<file path="src/rtl/uc_booth.sv">
// Control unit for a radix-2 Booth multiplier: sequences load, add/subtract and
// shift micro-operations on an external A/Q/M datapath for N iterations.
module uc_booth #(
  parameter int unsigned N  = 4,
  parameter int unsigned CW = 3
) (
  input  logic clk,
  input  logic reset,
  input  logic start,
  input  logic q0,
  input  logic q_1,
  output logic CargaQ,
  output logic CargaM,
  output logic ResetA,
  output logic CargaA,
  output logic Resta,
  output logic DesplazaA,
  output logic DesplazaQ,
  output logic busy,
  output logic fin
);

  localparam logic [CW-1:0] CNT_INIT = CW'(N);
  localparam logic [CW-1:0] CNT_LAST = CW'(1);

  typedef enum logic [2:0] {
    S_IDLE  = 3'd0,
    S_LOAD  = 3'd1,
    S_TEST  = 3'd2,
    S_ADD   = 3'd3,
    S_SUB   = 3'd4,
    S_SHIFT = 3'd5,
    S_DONE  = 3'd6
  } state_e;

  typedef struct packed {
    logic carga_q;
    logic carga_m;
    logic reset_a;
    logic carga_a;
    logic resta;
    logic desplaza_a;
    logic desplaza_q;
    logic busy;
    logic fin;
  } ctrl_t;

  state_e        state_q, state_d;
  logic [CW-1:0] cnt_q, cnt_d;
  ctrl_t         ctrl_q, ctrl_d;

  // State, iteration counter and control outputs
  always_ff @(posedge clk) begin
    if (!reset) begin
      state_q <= S_IDLE;
      cnt_q   <= '0;
      ctrl_q  <= '0;
    end else begin
      state_q <= state_d;
      cnt_q   <= cnt_d;
      ctrl_q  <= ctrl_d;
    end
  end

  // Next-state and counter update
  always_comb begin
    state_d = state_q;
    cnt_d   = cnt_q;
    case (state_q)
      S_IDLE: begin
        if (start) state_d = S_LOAD;
      end
      S_LOAD: begin
        cnt_d   = CNT_INIT;
        state_d = S_TEST;
      end
      S_TEST: begin
        case ({q0, q_1})
          2'b10:   state_d = S_SUB;
          2'b01:   state_d = S_ADD;
          default: state_d = S_SHIFT;
        endcase
      end
      S_ADD:   state_d = S_SHIFT;
      S_SUB:   state_d = S_SHIFT;
      S_SHIFT: begin
        if (cnt_q != '0) cnt_d = cnt_q - CNT_LAST;
        state_d = (cnt_q == CNT_LAST) ? S_DONE : S_TEST;
      end
      S_DONE:  state_d = S_IDLE;
      default: begin
        state_d = S_IDLE;
        cnt_d   = '0;
      end
    endcase
  end

  // Moore decode of the upcoming state, registered so outputs track state_q
  always_comb begin
    ctrl_d      = '0;
    ctrl_d.busy = (state_d != S_IDLE);
    case (state_d)
      S_LOAD: begin
        ctrl_d.carga_q = 1'b1;
        ctrl_d.carga_m = 1'b1;
        ctrl_d.reset_a = 1'b1;
      end
      S_ADD: begin
        ctrl_d.carga_a = 1'b1;
      end
      S_SUB: begin
        ctrl_d.carga_a = 1'b1;
        ctrl_d.resta   = 1'b1;
      end
      S_SHIFT: begin
        ctrl_d.desplaza_a = 1'b1;
        ctrl_d.desplaza_q = 1'b1;
      end
      S_DONE: begin
        ctrl_d.fin = 1'b1;
      end
      default: ;
    endcase
  end

  assign CargaQ    = ctrl_q.carga_q;
  assign CargaM    = ctrl_q.carga_m;
  assign ResetA    = ctrl_q.reset_a;
  assign CargaA    = ctrl_q.carga_a;
  assign Resta     = ctrl_q.resta;
  assign DesplazaA = ctrl_q.desplaza_a;
  assign DesplazaQ = ctrl_q.desplaza_q;
  assign busy      = ctrl_q.busy;
  assign fin       = ctrl_q.fin;

endmodule

</file>
<file path="config.mk">
export PLATFORM = sky130hd
export DESIGN_NAME = uc_booth
export DESIGN_NICKNAME = d
export VERILOG_FILES = /design/src/rtl/uc_booth.sv
export SDC_FILE = /design/constraint.sdc
export NUM_CORES = 1
export LEC_CHECK = 0
export ABC_AREA = 1
export CAP_MARGIN = 10
export CORE_AREA = 5 5 42 44
export DETAILED_ROUTE_END_ITERATION = 12
export DIE_AREA = 0 0 47 49
export PLACE_DENSITY = 0.8
export SLEW_MARGIN = 40
export SYNTH_ARGS = -nofsm -noshare
export SYNTH_HDL_FRONTEND = slang
export SYNTH_SLANG_ARGS = --single-unit
</file>
<file path="constraint.sdc">
create_clock -name clk -period 2 [get_ports clk]
set_clock_uncertainty 0.05 [all_clocks]
set_input_delay 0.4 -clock clk [delete_from_list [all_inputs] [get_ports clk]]
set_output_delay 0.4 -clock clk [all_outputs]
set_load 0.01 [all_outputs]
</file>
==> summary.md <==
| Metric | Value |
|---|---|
| Total Neg Setup Slack | 0 ps |
| Register bit count reported by yosys | 12 |
| Final Total Pwr | 709 uW |
| H-tree depth | 1 |
| Slew HR | 0.836 |
| Die ar. | 2300 um2 |
| Clk_lat worst skew | 280 ps |
| Power per standard cell area | 915 nW/um2 |
| Fin crit period | 1620 ps |
| CTS tree | done |
| Synth cell count leaders | nand2_1, inv_1, nor2_1, dfxtp_1, o21ai_0 |
| Fmax | 618 MHz |
| Post-DP HPWL | 854 um |
| Clk slew on worst S/H paths | 80 ps |
| Chip width | 47 um |
| Hold path startpoint | cnt_q[1] |
| Placed cells | 112 |
| Synth Area per Inst | 7.10 um2 |
| Hold Path Depth | 2 |
| Initial Util | 0.436 |
| R2r worst-path depth | 8 |
| Dominant synthesized flop cell | dfxtp_1 |
| # Post-CTS Setup Buffers | 0 |
| CTS Sinks | 12 |
| GRT Total Usage | 0.109 |
| Sequential area share after synthesis | 0.393 |
| Critical Setup Path Class | reg -> out |
| Cells along the critical path | clkdlybuf4s50_1 |
| Crit path max fanout | 3 |
| FF-to-FF End | cnt_q[1] |
| Status | completed |
| Max-cap violations | 0 |
| Clk root buf | clkbuf_4 |
| Vias per Instance | 4.50 |
| VDD IR max | 0.486 mV |
| Routed wire length | 1090 um |
| CTS Buffer Depth | 2 |
| Initial antenna violation count | 0 |
| Most common cell in the netlist | nand2_1 |
| Fin. Hold Viols | 0 |
| Share of layout cells above drive strength 1 | 0.140 |
| Post-place setup slack | 405 ps |
| Buf/Inv on CP | 1 |
| Core area | 1400 um2 |
| Fillers | 134 |
| Ant diodes | 0 |
| Final nets | 109 |
| RSZ-0062 raised after global routing | false |
| EDFF count, synth | 0 |
| Post-synth net total | 94 |
| I/O pin count | 14 |
| Reg-to-Reg Start | cnt_q[0] |
| Synth cell types | 17 |
| # rows | 14 |
| Via count of the routed design | 522 |
| Largest cells by area after synthesis | dfxtp_1, nand2_1, inv_1, nor2_1, ha_1 |
| Non-filler cells, final | 116 |
| Post-synth top area share | 0.393 |
| Period Utilization, post-route | 0.809 |
| Crit start category | flip-flop |
| Cells after synthesis | 86 |
| Hold Buf Count CTS | 0 |
| Initial detailed-routing violation count | 16 |
| Largest net degree at the start of global routing | 8 |
| First-pass GRT wire length | 1790 um |
| Area leader, netlist | dfxtp_1 |
| R2r setup slk | 640 ps |
| Post-cts repair resize count | 0 |
| GP Congestion | 0.806 |
| Die Ht | 49 um |
| Area delta synth->final | 26.8% |
| Worst-Margin Slew | 245 ps |
| Setup Viol. Count Final | 0 |
| Crit path max-delay family | buffers and inverters |
| Max stage delay cell, worst path | clkdlybuf4s50_1 |
| Syn Std Cell Area | 611 um2 |
| Post-synth ARST share | 0 |
| Remaining Overflow, GRT | 0 |
| Crit. End Element | output pin |
| Antenna-violating nets left | 0 |
| Leakage | 0.000369 uW |
| Crit path required time | 1550 ps |
| Pre-antenna DRT Iters | 4 |
| Hold EP | cnt_q[1] |
| Final core utilization | 0.553 |
| CTS Buf Count | 3 |
| Pins Over Slew Limit | 0 |
| Worst Hold Class | reg -> reg |
| Vias in the first global route | 447 |
| CP arrival | 1170 ps |
| Critical path's largest stage delay | 540 ps |
| Setup WS post-layout | 383 ps |
| IO buf count | 13 |
| DRC viols | 0 |
| Warnings, synthesis | 0 |
| WL/cell | 9.41 um |
-- kinds of logic after synthesis --
logic type,Yosys count,synth area share
AO/OA/AOI/OAI,8,0.0820
adder cells (fa/ha/maj),3,0.0615
buffers and inverters,20,0.143
flip-flops,12,0.393
AND/OR/NAND/NOR,43,0.320
-- worst register-to-register path, stage by stage (launching register included) --
cell and delay (ps):
dfxtp_1 380, inv_1 80, ha_1 190, inv_1 50, nor2_1 40, a21oi_2 250, o21ai_0 130, nand2_1 70
nor2_1 40
-- worst max-delay path by stage --
stage	startpoint	to	slack, ps	depth (start not counted)
6_report	CargaQ	ResetA	380	1
2_1_floorplan	cnt_q[0]	cnt_q[0]	780	8
3_5_place_dp	q_1	CargaA	400	8
4_1_cts	CargaQ	ResetA	370	1
3_3_place_gp	q_1	CargaA	430	8
5_1_grt	CargaQ	CargaQ	340	1
-- power by group --
part           total, uW  internal (uW)  switching, uW
clock network        197            111           86.6
registers            296            272           23.7
logic                215           93.8            121
total                709            477            232
-- flip-flops by register name (all words and copies together), names as in the netlist --
name	flops
state_q	3
fin	1
cnt_q	3
busy	1
DesplazaA	1
CargaA	1
Resta	1
CargaQ	1
-- placed cells by master (no fill, tap or decap), drive strengths merged --
master / netlist / final
nor2: 16 / 16
clkbuf: 0 / 4
dfxtp: 12 / 12
o21bai: 1 / 1
ha: 3 / 3
clkinv: 1 / 1
inv: 16 / 16
nand4: 1 / 1
nand2: 21 / 21
clkdlybuf4s50: 0 / 13
o21ai: 6 / 6
nand3: 5 / 5
a21oi: 1 / 1
-- final cells by class --
cell class                      instances  area, um2  share of cell area
Multi-Input combinational cell         54        283               0.365
Sequential cell                        12        240               0.310
Timing Repair Buffer                   13        130               0.168
Inverter                               17       65.1              0.0840
Clock buffer                            4       36.3              0.0468
Tap cell                               16       20.0              0.0258
-- metal layers --
layer | part of all wire | GRT usage
met3 | 0.048 | 0.0221
met1 | 0.46 | 0.134
met4 | 0.044 | 0.0968
met2 | 0.45 | 0.152
met5 | 0 | 0
-- through the flow --
step           instance area, um2  hold slack (ps)
6_report                      774              445
3_3_place_gp                  738              422
3_5_place_dp                  738              433
5_1_grt                       774              470
2_1_floorplan                 611              405
4_1_cts                       774              448
Note: power is estimated with default switching activity, not from simulation.
